`src/rtl/spi_accel_pkg.sv`:
```
// Shared types, frame constants and sample decoding for the accelerometer poller.
package spi_accel_pkg;

    typedef enum logic [2:0] {IDLE, INIT, ISSUE, WAIT, GAP, PERIOD_WAIT} state_e;
    typedef enum logic [1:0] {AXIS_X, AXIS_Y, AXIS_Z} axis_e;

    localparam logic [7:0] CMD_READ          = 8'h0B;
    localparam logic [7:0] CMD_WRITE         = 8'h0A;
    localparam logic [7:0] ADDR_XDATA_L      = 8'h0E;
    localparam logic [7:0] ADDR_YDATA_L      = 8'h10;
    localparam logic [7:0] ADDR_ZDATA_L      = 8'h12;
    localparam logic [7:0] ADDR_POWER_CTL    = 8'h2D;
    localparam logic [7:0] POWER_CTL_MEASURE = 8'h02;
    localparam logic [2:0] READ_BYTES        = 3'd4;
    localparam logic [2:0] INIT_BYTES        = 3'd3;

    function automatic logic [7:0] axis_addr(input axis_e axis);
        case (axis)
            AXIS_Y:  return ADDR_YDATA_L;
            AXIS_Z:  return ADDR_ZDATA_L;
            default: return ADDR_XDATA_L;
        endcase
    endfunction

    // Byte 3 holds data[7:0]; the low nibble of byte 4 holds data[11:8] incl. the sign.
    function automatic logic [15:0] decode_sample(input logic [31:0] rd);
        logic [11:0] raw;
        raw = {rd[3:0], rd[15:8]};
        return {{4{raw[11]}}, raw};
    endfunction

endpackage

```
`src/rtl/spi_accel_poller_level_sync.sv`:
```
// Two-flop synchroniser for the master's read fill level; a level counts only
// once both stages agree.
module spi_level_sync (
    input  logic       clk_i,
    input  logic       rst_i,
    input  logic [2:0] level_i,
    output logic [2:0] level_o,
    output logic       stable_o
);

    logic [2:0] s1_q;
    logic [2:0] s2_q;

    always_ff @(posedge clk_i or posedge rst_i) begin
        if (rst_i) begin
            s1_q <= '0;
            s2_q <= '0;
        end else begin
            s1_q <= level_i;
            s2_q <= s1_q;
        end
    end

    assign level_o  = s2_q;
    assign stable_o = (s1_q == s2_q);

endmodule

```
`src/rtl/spi_accel_poller.sv`:
```
// Periodic X/Y/Z sample poller for an ADXL362-style accelerometer behind an SPI master.
// Define ACCEL_INIT_EN to write POWER_CTL=measurement once after reset before polling.
module spi_accel_poller
    import spi_accel_pkg::*;
#(
    parameter int unsigned PERIOD_CYCLES  = 100000,
    parameter int unsigned GAP_CYCLES     = 64,
    parameter int unsigned TIMEOUT_CYCLES = 4096
) (
    input  logic        clk_i,
    input  logic        rst_i,
    input  logic        enable_i,
    input  logic        clear_err_i,
    output logic        spi_enable_o,
    output logic [31:0] spi_write_data_o,
    output logic [2:0]  spi_write_bytes_o,
    input  logic [31:0] spi_read_data_i,
    input  logic [2:0]  spi_read_bytes_i,
    output logic [15:0] x_o,
    output logic [15:0] y_o,
    output logic [15:0] z_o,
    output logic        sample_valid_o,
    output logic        busy_o,
    output logic        timeout_err_o
);

`ifdef ACCEL_INIT_EN
    localparam bit INIT_EN = 1'b1;
`else
    localparam bit INIT_EN = 1'b0;
`endif

    localparam logic [31:0] PER_LAST = 32'(PERIOD_CYCLES - 1);
    localparam logic [31:0] GAP_LAST = 32'(GAP_CYCLES - 1);
    localparam logic [31:0] TMO_LAST = 32'(TIMEOUT_CYCLES - 1);

    state_e      state_q;
    axis_e       axis_q;
    logic [31:0] per_q, tmo_q, gap_q;
    logic        per_done_q;
    logic        armed_q, abort_q, init_xfer_q, init_done_q;
    logic        spi_en_q;
    logic [31:0] spi_wdata_q;
    logic [2:0]  spi_wbytes_q;
    logic [15:0] stg_x_q, stg_y_q, stg_z_q;
    logic [15:0] x_q, y_q, z_q;
    logic        sample_valid_q, err_q;

    logic [2:0]  lvl;
    logic        lvl_stable;
    logic [2:0]  target_lvl;
    logic        at_target;
    logic        per_hit;

    spi_level_sync u_level_sync (
        .clk_i    (clk_i),
        .rst_i    (rst_i),
        .level_i  (spi_read_bytes_i),
        .level_o  (lvl),
        .stable_o (lvl_stable)
    );

    assign target_lvl = init_xfer_q ? INIT_BYTES : READ_BYTES;
    assign at_target  = lvl_stable && (lvl == target_lvl);
    // The period may already have run out while the transactions were still going.
    assign per_hit    = per_done_q || (per_q == PER_LAST);

    always_ff @(posedge clk_i or posedge rst_i) begin
        if (rst_i) begin
            state_q        <= IDLE;
            axis_q         <= AXIS_X;
            per_q          <= '0;
            per_done_q     <= 1'b0;
            tmo_q          <= '0;
            gap_q          <= '0;
            armed_q        <= 1'b0;
            abort_q        <= 1'b0;
            init_xfer_q    <= 1'b0;
            init_done_q    <= 1'b0;
            spi_en_q       <= 1'b0;
            spi_wdata_q    <= '0;
            spi_wbytes_q   <= '0;
            stg_x_q        <= '0;
            stg_y_q        <= '0;
            stg_z_q        <= '0;
            x_q            <= '0;
            y_q            <= '0;
            z_q            <= '0;
            sample_valid_q <= 1'b0;
            err_q          <= 1'b0;
        end else begin
            sample_valid_q <= 1'b0;
            per_q          <= per_q + 32'd1;
            if (per_q == PER_LAST) per_done_q <= 1'b1;
            if (clear_err_i) err_q <= 1'b0;

            case (state_q)
                IDLE: begin
                    if (INIT_EN && !init_done_q) begin
                        state_q <= INIT;
                    end else if (enable_i) begin
                        axis_q     <= AXIS_X;
                        per_q      <= '0;
                        per_done_q <= 1'b0;
                        state_q    <= ISSUE;
                    end
                end
                INIT: begin
                    spi_wdata_q  <= {CMD_WRITE, ADDR_POWER_CTL, POWER_CTL_MEASURE, 8'h00};
                    spi_wbytes_q <= INIT_BYTES;
                    spi_en_q     <= 1'b1;
                    armed_q      <= 1'b0;
                    abort_q      <= 1'b0;
                    init_xfer_q  <= 1'b1;
                    tmo_q        <= '0;
                    state_q      <= WAIT;
                end
                ISSUE: begin
                    spi_wdata_q  <= {CMD_READ, axis_addr(axis_q), 16'h0000};
                    spi_wbytes_q <= READ_BYTES;
                    spi_en_q     <= 1'b1;
                    armed_q      <= 1'b0;
                    abort_q      <= 1'b0;
                    init_xfer_q  <= 1'b0;
                    tmo_q        <= '0;
                    state_q      <= WAIT;
                end
                WAIT: begin
                    tmo_q <= tmo_q + 32'd1;
                    // A level left over from the previous frame must be seen to change first.
                    if (!at_target) armed_q <= 1'b1;
                    if (armed_q && at_target) begin
                        if (!init_xfer_q) begin
                            case (axis_q)
                                AXIS_Y:  stg_y_q <= decode_sample(spi_read_data_i);
                                AXIS_Z:  stg_z_q <= decode_sample(spi_read_data_i);
                                default: stg_x_q <= decode_sample(spi_read_data_i);
                            endcase
                        end
                        spi_en_q <= 1'b0;
                        gap_q    <= '0;
                        state_q  <= GAP;
                    end else if (tmo_q == TMO_LAST) begin
                        if (!clear_err_i) err_q <= 1'b1;
                        abort_q  <= 1'b1;
                        spi_en_q <= 1'b0;
                        gap_q    <= '0;
                        state_q  <= GAP;
                    end
                end
                GAP: begin
                    gap_q <= gap_q + 32'd1;
                    if (gap_q == GAP_LAST) begin
                        if (init_xfer_q) begin
                            if (!abort_q) init_done_q <= 1'b1;
                            state_q <= abort_q ? INIT : IDLE;
                        end else if (!abort_q && axis_q != AXIS_Z && enable_i) begin
                            axis_q  <= (axis_q == AXIS_X) ? AXIS_Y : AXIS_Z;
                            state_q <= ISSUE;
                        end else begin
                            if (!abort_q && axis_q == AXIS_Z) begin
                                x_q            <= stg_x_q;
                                y_q            <= stg_y_q;
                                z_q            <= stg_z_q;
                                sample_valid_q <= 1'b1;
                            end
                            if (!enable_i) begin
                                state_q <= IDLE;
                            end else if (per_hit) begin
                                axis_q     <= AXIS_X;
                                per_q      <= '0;
                                per_done_q <= 1'b0;
                                state_q    <= ISSUE;
                            end else begin
                                state_q <= PERIOD_WAIT;
                            end
                        end
                    end
                end
                PERIOD_WAIT: begin
                    if (!enable_i) begin
                        state_q <= IDLE;
                    end else if (per_hit) begin
                        axis_q     <= AXIS_X;
                        per_q      <= '0;
                        per_done_q <= 1'b0;
                        state_q    <= ISSUE;
                    end
                end
                default: state_q <= IDLE;
            endcase
        end
    end

    assign spi_enable_o      = spi_en_q;
    assign spi_write_data_o  = spi_wdata_q;
    assign spi_write_bytes_o = spi_wbytes_q;
    assign x_o               = x_q;
    assign y_o               = y_q;
    assign z_o               = z_q;
    assign sample_valid_o    = sample_valid_q;
    assign timeout_err_o     = err_q;
    assign busy_o            = (state_q != IDLE) && (state_q != PERIOD_WAIT);

endmodule
```
`config.mk`:
```
export PLATFORM = sky130hd
export DESIGN_NAME = spi_accel_poller
export DESIGN_NICKNAME = d
export VERILOG_FILES = /design/src/rtl/spi_accel_pkg.sv /design/src/rtl/spi_accel_poller_level_sync.sv /design/src/rtl/spi_accel_poller.sv
export SDC_FILE = /design/constraint.sdc
export NUM_CORES = 1
export LEC_CHECK = 0
export CORE_MARGIN = 8
export CORE_UTILIZATION = 57
export CTS_BUF_LIST = sky130_fd_sc_hd__clkbuf_8
export CTS_CLUSTER_DIAMETER = 50
export DETAILED_ROUTE_END_ITERATION = 6
export GPL_ROUTABILITY_DRIVEN = 1
export PLACE_DENSITY = 0.9
export SYNTH_ARGS = -nofsm -noshare
export SYNTH_HDL_FRONTEND = slang
export SYNTH_SLANG_ARGS = --single-unit
```
`constraint.sdc`:
```
create_clock -name clk_i -period 8.3 [get_ports clk_i]
set_input_delay 1.66 -clock clk_i [delete_from_list [all_inputs] [get_ports clk_i]]
set_output_delay 1.66 -clock clk_i [all_outputs]
set_load 0.03 [all_outputs]
```
# Word level (Yosys, flattened, before mapping)
# Index checks and enable logic that the tools add are counted.
[classes] magnitude_cmp=0 bitwise=3 addsub=3 n_eq_ne=22 n_shift=0 div_mod_pow=0 multipliers=0 reduce_logical=27 mux=62
[ops] operator="$mux W32" count=8
[ops] operator="$pmux W32 S2" count=3
[ops] operator="$add A32 B1 Y32 const B" count=3
[ops] operator="$pmux W32 S3" count=1
[ops] operator="$mux W3" count=11
[ops] operator="$eq A32 B12 Y1 const B" count=1
[ops] operator="$eq A32 B17 Y1 const B" count=1
[ops] operator="$eq A32 B6 Y1 const B" count=1
[ops] operator="$mux W1" count=23
[ops] operator="$reduce_and A4 Y1" count=5
[ops] operator="$pmux W3 S5" count=1
[ops] operator="$mux W2" count=7
[ops] operator="$ne A2 B2 Y1 const B" count=7
[ops] operator="$pmux W5 S2" count=1
[ops] operator="$ne A3 B3 Y1 const B" count=3
[ops] operator="$pmux W1 S2" count=4
[ops] operator="$eq A3 B2 Y1 const B" count=2
[ops] operator="$eq A3 B3 Y1" count=2
[ops] operator="$eq A3 B3 Y1 const B" count=2
[ops] operator="$logic_and A1 B1 Y1" count=6
[ops] operator="$pmux W2 S3" count=1
[ops] operator="$pmux W3 S2" count=1
[ops] operator="$reduce_and A2 Y1" count=3
[ops] operator="$reduce_bool A2 Y1" count=3
[ops] operator="13 further kinds" count=17
[word_totals] mem_bits_rw=0 latch_bits=0 inputBits=39 rom_bits=0 n_memories=0 register_bits=221 output_inout_bits=87

# Longest topological paths before layout
# Gate-level depths: netlist of run 1.
[logic_depth] depth_word=8 ltp_mapped=8

# Modules after synthesis
# Synthesis of run 1 repeated with hierarchy kept, for this count alone.
[unflattened] cells_unflattened=927 hier_area_um2=9577.9
[by_module_without_submodules] mod="spi_accel_poller" cells_each=916 seq_area_each_um2=4629.4 n_inst=1 area_per_inst_um2=9387.8
[by_module_without_submodules] mod="spi_level_sync" cells_each=11 seq_area_each_um2=150.1 n_inst=1 area_per_inst_um2=190.2

# Worst setup path before layout of run 1
# No wires, ideal clock.
[synth_path] path_kind="register to output" start="register state_q[2]" end="output busy_o" path_stages_with_launch=6 n_path_buf=2 arrival_ps=1403 path_slack_ps=5237 path_cell_list="dfrtp_1 buf_2 inv_1 clkbuf_1 nor2_1 or3_1"
[synth_via] elab_chain_len=2
[synth_rtl] item="start: declaration" line_no="spi_accel_poller.sv:37" source="state_e state_q;"
[synth_rtl] item="start signal: assignment" line_no="spi_accel_poller.sv:156" source="state_q <= abort_q ? INIT : IDLE;"
[synth_rtl] item="$ne A3 B3 Y1 or $reduce_bool A3 Y1 (tied branches)" line_no="spi_accel_poller.sv:203" source="assign busy_o = (state_q != IDLE) && (state_q != PERIOD_WAIT);"
[synth_rtl] item="$logic_and A1 B1 Y1 (*)" line_no="spi_accel_poller.sv:203"
[synth_rtl] item="end: declaration" line_no="spi_accel_poller.sv:23" source="output logic busy_o,"
# Every way passes the cells marked *; elsewhere a longest branch is shown, timed or not.

# Worst setup path after layout of run 1
# Same ends and word-level chain as after synthesis.

==> metrics.txt, run 1 <==
# TYPE chip_impl_metric gauge
chip_impl_metric{name="horizontal_die_dimension",unit="µm"} 144
chip_impl_metric{name="timing.final.crit_share",unit="%"} 52.3
chip_impl_metric{name="number_of_max_slew_violations_in_the_final_report",unit=""} 0
chip_impl_info{name="hold_path_startpoint",value="u_level_sync.s1_q[0]"} 1
chip_impl_metric{name="power.ir.vdd_worst",unit="mV"} 0.149
chip_impl_metric{name="netlist_instances",unit=""} 894
chip_impl_info{name="hold_path_class",value="flip-flop to flip-flop"} 1
chip_impl_info{name="cts.root.buffer_cell",value="sky130_fd_sc_hd__clkbuf_8"} 1
chip_impl_metric{name="setup_slack_on_the_worst_flop_to_flop_path",unit="ps"} 5060
chip_impl_metric{name="placedInstanceArea",unit="mm²"} 0.0100
chip_impl_metric{name="io-pin-count",unit=""} 126
chip_impl_metric{name="tritoncts_num_sinks",unit=""} 191
chip_impl_metric{name="clkTransAtPathRegs",unit="ps"} 90
chip_impl_info{name="critical_path.endpoint",value="busy_o"} 1
chip_impl_metric{name="dr_vias",unit=""} 7110
chip_impl_metric{name="skew",unit="ps"} 11.3
chip_impl_metric{name="placed_wire_length_estimate",unit="mm"} 13.9
chip_impl_metric{name="synthDistinctLibCells",unit=""} 61
chip_impl_metric{name="final_hold_viol_count",unit=""} 0
chip_impl_metric{name="mappedNetlistArea",unit="mm²"} 0.00927
chip_impl_metric{name="synth.avg_cell_area",unit="µm²"} 10.4
chip_impl_metric{name="fin_util",unit="%"} 65.3
chip_impl_metric{name="worst_path_buffer_plus_inverter_count",unit=""} 2
chip_impl_info{name="criticalPathCategory",value="flip-flop to output port"} 1
chip_impl_metric{name="quantity_of_i_o_buffers_inserted_on_ports",unit=""} 83
chip_impl_metric{name="buffers_inserted_by_post_cts_timing_repair",unit=""} 0
chip_impl_metric{name="nets",unit=""} 993
chip_impl_metric{name="routedWlPerCell",unit="µm"} 17.7
chip_impl_metric{name="grt_pass1_wl",unit="mm"} 33.9
chip_impl_info{name="crit-reg2reg-launch",value="state_q[2]"} 1
chip_impl_metric{name="number_of_nets_with_antenna_violations_after_routing",unit=""} 0
chip_impl_metric{name="synth_fa_ha_area_share",unit="%"} 0.945
chip_impl_metric{name="post-route-cell-area",unit="mm²"} 0.0104
chip_impl_info{name="cts_tree",value="done"} 1
chip_impl_metric{name="max_freq",unit="MHz"} 231
chip_impl_metric{name="placement_rows",unit=""} 46
chip_impl_metric{name="floorplan.die.height",unit="µm"} 144
chip_impl_metric{name="antenna_fix_cells",unit=""} 0
chip_impl_metric{name="detail_route.drc_violations",unit=""} 0
chip_impl_metric{name="ys_seq_elements",unit=""} 191
chip_impl_metric{name="synth_seq_area_share",unit="%"} 51.5
chip_impl_info{name="layout.cells.most_common_list",value="sky130_fd_sc_hd__dfrtp_1 (191), sky130_fd_sc_hd__clkdlybuf4s50_1 (83), sky130_fd_sc_hd__nor2_1 (79), sky130_fd_sc_hd__mux2_2 (73), sky130_fd_sc_hd__nand3_1 (72)"} 1
chip_impl_info{name="rr_endpoint",value="z_o[3]"} 1
chip_impl_metric{name="portion_of_total_power_attributed_to_sequential_cells",unit="%"} 51.0
chip_impl_info{name="final_common_cell",value="sky130_fd_sc_hd__dfrtp_1"} 1
chip_impl_metric{name="synth_compound_area_share",unit="%"} 9.18
chip_impl_metric{name="number_of_flops_mapped_to_enable_cells_by_yosys",unit=""} 0
chip_impl_metric{name="r2r.worst_path.cells",unit=""} 5
chip_impl_metric{name="synth-xor-area-share",unit="%"} 3.40
chip_impl_metric{name="crit_path_cell_count",unit=""} 4
chip_impl_metric{name="power.static_leakage",unit="µW"} 0.00449
chip_impl_metric{name="holdPathStages",unit=""} 0
chip_impl_info{name="timing.critical_path.from_type",value="flip-flop"} 1
chip_impl_metric{name="synth_async_sr_flop_share",unit="%"} 100
chip_impl_metric{name="areaGrowthSynthToFinish",unit="%"} 11.9
chip_impl_info{name="largest_family_of_logic_cells_by_synthesized_area",value="simple AND/OR/NAND/NOR gates"} 1
chip_impl_metric{name="die_area",unit="mm²"} 0.0206
chip_impl_metric{name="floorplan.core_area",unit="mm²"} 0.0159
chip_impl_metric{name="drive_above_1_share",unit="%"} 13.3
chip_impl_metric{name="first_global_vias",unit=""} 6732
chip_impl_metric{name="floorplan.initialDensity",unit="%"} 58.4
chip_impl_metric{name="cts_max_path_buffers",unit=""} 2
chip_impl_metric{name="max_stage_delay",unit="ps"} 780
chip_impl_info{name="outcome",value="complete, no violations"} 1
chip_impl_metric{name="detail_route.first_pass.iterations",unit=""} 5
chip_impl_metric{name="power.share.combinational",unit="%"} 26.3
chip_impl_metric{name="cp_data_required_time",unit="ps"} 6640
chip_impl_info{name="slowest_stage",value="sky130_fd_sc_hd__dfrtp_1"} 1
chip_impl_metric{name="cellInternalPower",unit="µW"} 1520
chip_impl_metric{name="max_cap_violations",unit=""} 0
chip_impl_metric{name="synth_simple_gate_area_share",unit="%"} 19.9
chip_impl_metric{name="critPathMaxFanout",unit=""} 21
chip_impl_metric{name="number_of_antenna_violations_at_the_first_check_in_global_routing",unit=""} 0
chip_impl_metric{name="layout.filler_cells",unit=""} 1169
chip_impl_metric{name="fin_crit",unit="ps"} 4340
chip_impl_metric{name="post_cts_hold_buffer_count",unit=""} 0
chip_impl_info{name="critPathCaptureType",value="output port"} 1
chip_impl_metric{name="power_frac_clock",unit="%"} 22.8
chip_impl_metric{name="place_congestion",unit=""} 0.821
chip_impl_metric{name="grt_start_max_net_pins",unit=""} 115
chip_impl_metric{name="count_of_endpoints_failing_setup_in_the_final_report",unit=""} 0
chip_impl_metric{name="max_slew.worst_pin.slew",unit="ps"} 1120
chip_impl_metric{name="timing.max_slew.rel_slack",unit="%"} 25.2
chip_impl_metric{name="setup-tns-final",unit="ps"} 0
chip_impl_metric{name="pwrdens",unit="mW/mm²"} 233
chip_impl_metric{name="synth.mux.area_fraction",unit="%"} 9.40
chip_impl_metric{name="drt-vias-per-instance",unit=""} 6.05
chip_impl_metric{name="groute.usage.overall",unit="%"} 20.7
chip_impl_metric{name="grt-ovfl-total",unit=""} 0
chip_impl_info{name="critical_path.cell_chain",value="inv_1 -> nor2_1 -> or3_1 -> clkdlybuf4s50_1"} 1
chip_impl_info{name="cpLargestDelayFamily",value="buffers and inverters"} 1
chip_impl_info{name="setup.worst_path.start",value="state_q[2]"} 1
chip_impl_metric{name="netSwitchingPower",unit="µW"} 896
chip_impl_info{name="synth_ff_type",value="sky130_fd_sc_hd__dfrtp_1"} 1
chip_impl_metric{name="synthesis.yosys.warnings",unit=""} 0
chip_impl_metric{name="first_iter_violations",unit=""} 610
chip_impl_metric{name="power.share.switching",unit="%"} 37.1
chip_impl_metric{name="htree_levels",unit=""} 4
chip_impl_metric{name="cts_resized",unit=""} 0
chip_impl_info{name="rsz0062_at_grt",value="no"} 1
chip_impl_metric{name="crit_arrival",unit="ps"} 2680
chip_impl_metric{name="clock_latency",unit="ps"} 470
chip_impl_metric{name="cts-buffers-inserted",unit=""} 17
chip_impl_metric{name="routed_wirelength",unit="mm"} 20.8
cell families (layout without fill, tap and decap cells):
logic type,after synthesis,in the layout
and+or+nand+nor,357,357
DFF,191,191
AOI/OAI and AO/OA,139,139
buffers and inverters,85,130
muxes,78,78
xor gates and xnor gates,36,36
adders and majority gates,7,7
other,1,22
cells in the mapped netlist, types with 15 or more instances:
| library cell | n | share of area, % |
|---|---|---|
| sky130_fd_sc_hd__nand2_1 | 69 | 2.8 |
| sky130_fd_sc_hd__nor3_1 | 16 | 0.86 |
| sky130_fd_sc_hd__dfrtp_1 | 191 | 52 |
| sky130_fd_sc_hd__nand3_1 | 72 | 3.9 |
| sky130_fd_sc_hd__buf_4 | 47 | 3.8 |
| sky130_fd_sc_hd__o21ai_0 | 65 | 3.5 |
| sky130_fd_sc_hd__and3_1 | 15 | 1.0 |
| sky130_fd_sc_hd__nor4_1 | 22 | 1.5 |
| sky130_fd_sc_hd__nand4_1 | 29 | 2.0 |
| sky130_fd_sc_hd__xor2_1 | 22 | 2.1 |
| sky130_fd_sc_hd__nor2_1 | 79 | 3.2 |
| sky130_fd_sc_hd__mux2_2 | 73 | 8.9 |
| sky130_fd_sc_hd__clkbuf_1 | 17 | 0.69 |
metrics by stage:
step	worst slack (ps)	power, µW	hold slack (ps)	instances
finish	3960	2420	421	1176
global route	3790	2550	432	1176
CTS	3960	2420	420	1176
detailed placement	4490	1870	399	1144
global placement	4520	1840	376	1144
floorplan	1440	1690	367	915
layout make-up:
cell class	instances	area (µm²)	area share, %
Clock buffer	19	262	2.52
Clock inverter	13	90.1	0.868
Inverter	9	41.3	0.398
Multi-Input combinational cell	639	4060	39.1
Sequential cell	191	4780	46.0
Tap cell	216	270	2.60
Timing Repair Buffer	89	876	8.44
sequential cells by signal, summed over array words and instances (netlist names), 2 cells and up:
register and cells:
spi_write_data_o 5, gap_q 32, z_o 12, u_level_sync.s1_q 3, state_q 3, x_o 12, u_level_sync.level_o 3, stg_x_q 12
tmo_q 32, stg_y_q 12, per_q 32, y_o 12, stg_z_q 12, axis_q 2
power by group through the flow:
stage                     sequential, µW  clock, µW  combinational (µW)
after floorplan                     1190          0                 502
after global placement              1230          0                 602
after detailed placement            1240          0                 630
after CTS                           1230        557                 634
after global routing                1250        600                 701
final                               1230        550                 634
worst min-delay path by stage:
stage | endpoint | slack, ps
after floorplan | u_level_sync.level_o[1] | 370
after global placement | u_level_sync.level_o[1] | 380
after detailed placement | u_level_sync.level_o[2] | 400
after CTS | u_level_sync.level_o[0] | 420
after global routing | u_level_sync.level_o[0] | 430
final | u_level_sync.level_o[0] | 420
per-layer routing:
layer	wire [µm]	GRT usage, %	vias to the layer above
met1	8690	26.2	3501
met3	1400	4.84	41
met4	386	6.64	0
met5	0	0	-
li1	-	-	3264
met2	10300	34.3	304
Note: power is estimated with default switching activity, not from simulation.
==> run 2: changes to the inputs <==
--- a/config.mk
+++ b/config.mk
@@ -6,12 +6,12 @@
 export NUM_CORES = 1
 export LEC_CHECK = 0
 export CORE_MARGIN = 8
-export CORE_UTILIZATION = 57
+export CORE_UTILIZATION = 52
 export CTS_BUF_LIST = sky130_fd_sc_hd__clkbuf_8
 export CTS_CLUSTER_DIAMETER = 50
 export DETAILED_ROUTE_END_ITERATION = 6
 export GPL_ROUTABILITY_DRIVEN = 1
-export PLACE_DENSITY = 0.9
+export PLACE_DENSITY = 0.87
 export SYNTH_ARGS = -nofsm -noshare
 export SYNTH_HDL_FRONTEND = slang
 export SYNTH_SLANG_ARGS = --single-unit
==> constraint.sdc (replaced) <==
create_clock -name clk_i -period 3.5 [get_ports clk_i]
set_input_delay 0.7 -clock clk_i [delete_from_list [all_inputs] [get_ports clk_i]]
set_output_delay 0.7 -clock clk_i [all_outputs]
set_load 0.03 [all_outputs]
==> metrics.txt, run 2 (synthesized netlist as in run 1, its figures left out) <==
# TYPE chip_impl_metric gauge
chip_impl_info{name="outcome",value="complete, no violations"} 1
chip_impl_metric{name="number_of_antenna_violations_at_the_first_check_in_global_routing",unit=""} 1
chip_impl_metric{name="tritoncts_num_sinks",unit=""} 191
chip_impl_metric{name="cts_resized",unit=""} 0
chip_impl_metric{name="drive_above_1_share",unit="%"} 14.2
chip_impl_metric{name="clkTransAtPathRegs",unit="ps"} 100
chip_impl_info{name="cts.root.buffer_cell",value="sky130_fd_sc_hd__clkbuf_8"} 1
chip_impl_metric{name="fin_util",unit="%"} 59.6
chip_impl_metric{name="critPathMaxFanout",unit=""} 11
chip_impl_metric{name="placed_wire_length_estimate",unit="mm"} 13.5
chip_impl_metric{name="io-pin-count",unit=""} 126
chip_impl_metric{name="max_slew.worst_pin.slew",unit="ps"} 1280
chip_impl_metric{name="multi_input_comb_area",unit="mm²"} 0.00406
chip_impl_metric{name="quantity_of_i_o_buffers_inserted_on_ports",unit=""} 83
chip_impl_metric{name="power.ir.vdd_worst",unit="mV"} 0.470
chip_impl_metric{name="grt_pass1_wl",unit="mm"} 32.5
chip_impl_metric{name="buffers_inserted_by_post_cts_timing_repair",unit=""} 0
chip_impl_metric{name="setup-tns-final",unit="ps"} 0
chip_impl_metric{name="floorplan.initialDensity",unit="%"} 52.3
chip_impl_info{name="reg_top3",value="gap_q (32), per_q (32), tmo_q (32)"} 1
chip_impl_metric{name="fin_crit",unit="ps"} 3070
chip_impl_metric{name="horizontal_die_dimension",unit="µm"} 150
chip_impl_metric{name="layout.filler_cells",unit=""} 1377
chip_impl_metric{name="final-seq-area",unit="mm²"} 0.00478
chip_impl_metric{name="pwrdens",unit="mW/mm²"} 561
chip_impl_info{name="criticalPathCategory",value="flip-flop to output port"} 1
chip_impl_metric{name="final_hold_viol_count",unit=""} 0
chip_impl_metric{name="holdPathStages",unit=""} 0
chip_impl_info{name="rsz0062_at_grt",value="no"} 1
chip_impl_metric{name="groute.usage.overall",unit="%"} 17.9
chip_impl_metric{name="first_global_vias",unit=""} 6529
chip_impl_metric{name="floorplan.die.height",unit="µm"} 150
chip_impl_metric{name="max_freq",unit="MHz"} 326
chip_impl_metric{name="cp_data_required_time",unit="ps"} 2800
chip_impl_metric{name="placement_rows",unit=""} 49
chip_impl_metric{name="first_iter_violations",unit=""} 499
chip_impl_info{name="hold_path_class",value="flip-flop to flip-flop"} 1
chip_impl_metric{name="max_cap_violations",unit=""} 0
chip_impl_metric{name="routed_wirelength",unit="mm"} 19.9
chip_impl_metric{name="timing.max_slew.rel_slack",unit="%"} 13.8
chip_impl_info{name="critPathCaptureType",value="output port"} 1
chip_impl_metric{name="dr_vias",unit=""} 7034
chip_impl_metric{name="detail_route.first_pass.iterations",unit=""} 7
chip_impl_metric{name="skew",unit="ps"} 17.0
chip_impl_metric{name="cts_max_path_buffers",unit=""} 2
chip_impl_info{name="cts_tree",value="done"} 1
chip_impl_metric{name="crit_arrival",unit="ps"} 2370
chip_impl_info{name="layout.cells.most_common_list",value="sky130_fd_sc_hd__dfrtp_1 (191), sky130_fd_sc_hd__clkdlybuf4s50_1 (83), sky130_fd_sc_hd__nor2_1 (79), sky130_fd_sc_hd__mux2_2 (73), sky130_fd_sc_hd__nand3_1 (72)"} 1
chip_impl_metric{name="drt-vias-per-instance",unit=""} 5.87
chip_impl_metric{name="power.static_leakage",unit="µW"} 0.00456
chip_impl_metric{name="routedWlPerCell",unit="µm"} 16.6
chip_impl_metric{name="count_of_endpoints_failing_setup_in_the_final_report",unit=""} 0
chip_impl_metric{name="number_of_nets_with_antenna_violations_after_routing",unit=""} 0
chip_impl_metric{name="timing.final.crit_share",unit="%"} 87.6
chip_impl_info{name="timing.critical_path.from_type",value="flip-flop"} 1
chip_impl_metric{name="clock_latency",unit="ps"} 490
chip_impl_metric{name="number_of_max_slew_violations_in_the_final_report",unit=""} 0
chip_impl_metric{name="die_area",unit="mm²"} 0.0224
chip_impl_metric{name="fin_hold_ws",unit="ps"} 420
chip_impl_metric{name="detail_route.drc_violations",unit=""} 0
chip_impl_metric{name="floorplan.core_area",unit="mm²"} 0.0177
chip_impl_info{name="final_common_cell",value="sky130_fd_sc_hd__dfrtp_1"} 1
chip_impl_metric{name="nets",unit=""} 1002
chip_impl_metric{name="grt_start_max_net_pins",unit=""} 75
chip_impl_metric{name="post_cts_hold_buffer_count",unit=""} 0
chip_impl_metric{name="cts-buffers-inserted",unit=""} 17
chip_impl_metric{name="place_congestion",unit=""} 0.838
chip_impl_metric{name="r2r.worst_path.cells",unit=""} 6
chip_impl_metric{name="areaGrowthSynthToFinish",unit="%"} 13.8
chip_impl_metric{name="htree_levels",unit=""} 4
chip_impl_metric{name="grt-ovfl-total",unit=""} 0
-- run 2: cell types whose count changed in the layout (fill, tap and decap cells not counted), sizes merged --
cell,delta
diode,+1
buf,+9
inv,+5
clkinv,-2
clkbuf,-2
clkinvlp,-1
-- run 2: layer usage --
| layer | routed length, µm | track usage [%] | part of all wire, % |
|---|---|---|---|
| met4 | 347 | 6.16 | 1.7 |
| met2 | 9760 | 29.0 | 49 |
| met1 | 8450 | 22.9 | 42 |
| met3 | 1350 | 4.26 | 6.8 |
| met5 | 0 | 0 | 0 |
-- run 2: where the power goes --
part / switching (µW) / internal, µW
Sequential: 383 / 2500
Clock: 909 / 554
Combinational: 956 / 614
-- run 2: layout make-up --
class                   instances  share of cell area, %
flip-flops and latches        191                   45.3
diodes                          1                 0.0237
well taps                     229                   2.72
clock inverters                15                   1.73
clock buffers                  17                   2.22
repair buffers                 98                   9.18
inverters                       9                  0.356
multi-input cells             639                   38.5
-- run 2: through the flow --
step | setup slack [ps] | power, µW | area [µm²] | std cells
global route | 367 | 6260 | 10600 | 1199
global placement | 774 | 4390 | 10100 | 1166
finish | 433 | 5920 | 10600 | 1199
detailed placement | 680 | 4470 | 10100 | 1166
floorplan | 338 | 4010 | 9360 | 915
CTS | 424 | 5940 | 10600 | 1198
-- run 2: worst max-delay path: stages, from the launching register on --
cell and delay, ps:
sky130_fd_sc_hd__dfrtp_1 570, sky130_fd_sc_hd__buf_4 250, sky130_fd_sc_hd__nor2_1 70, sky130_fd_sc_hd__or3_1 380, sky130_fd_sc_hd__clkdlybuf4s50_1 620
-- run 2: path summary, 6_finish.rpt --
check / from / to / slack (ps)
min in group asynchronous: rst_i / per_q[23] / 540
worst min register to register: u_level_sync.s1_q[0] / u_level_sync.level_o[0] / 420
worst max-delay path: state_q[0] / busy_o / 430
max in group asynchronous: rst_i / gap_q[10] / 2290
worst max register to register: spi_write_bytes_o[1] / stg_x_q[1] / 740
worst min-delay path: u_level_sync.s1_q[0] / u_level_sync.level_o[0] / 420
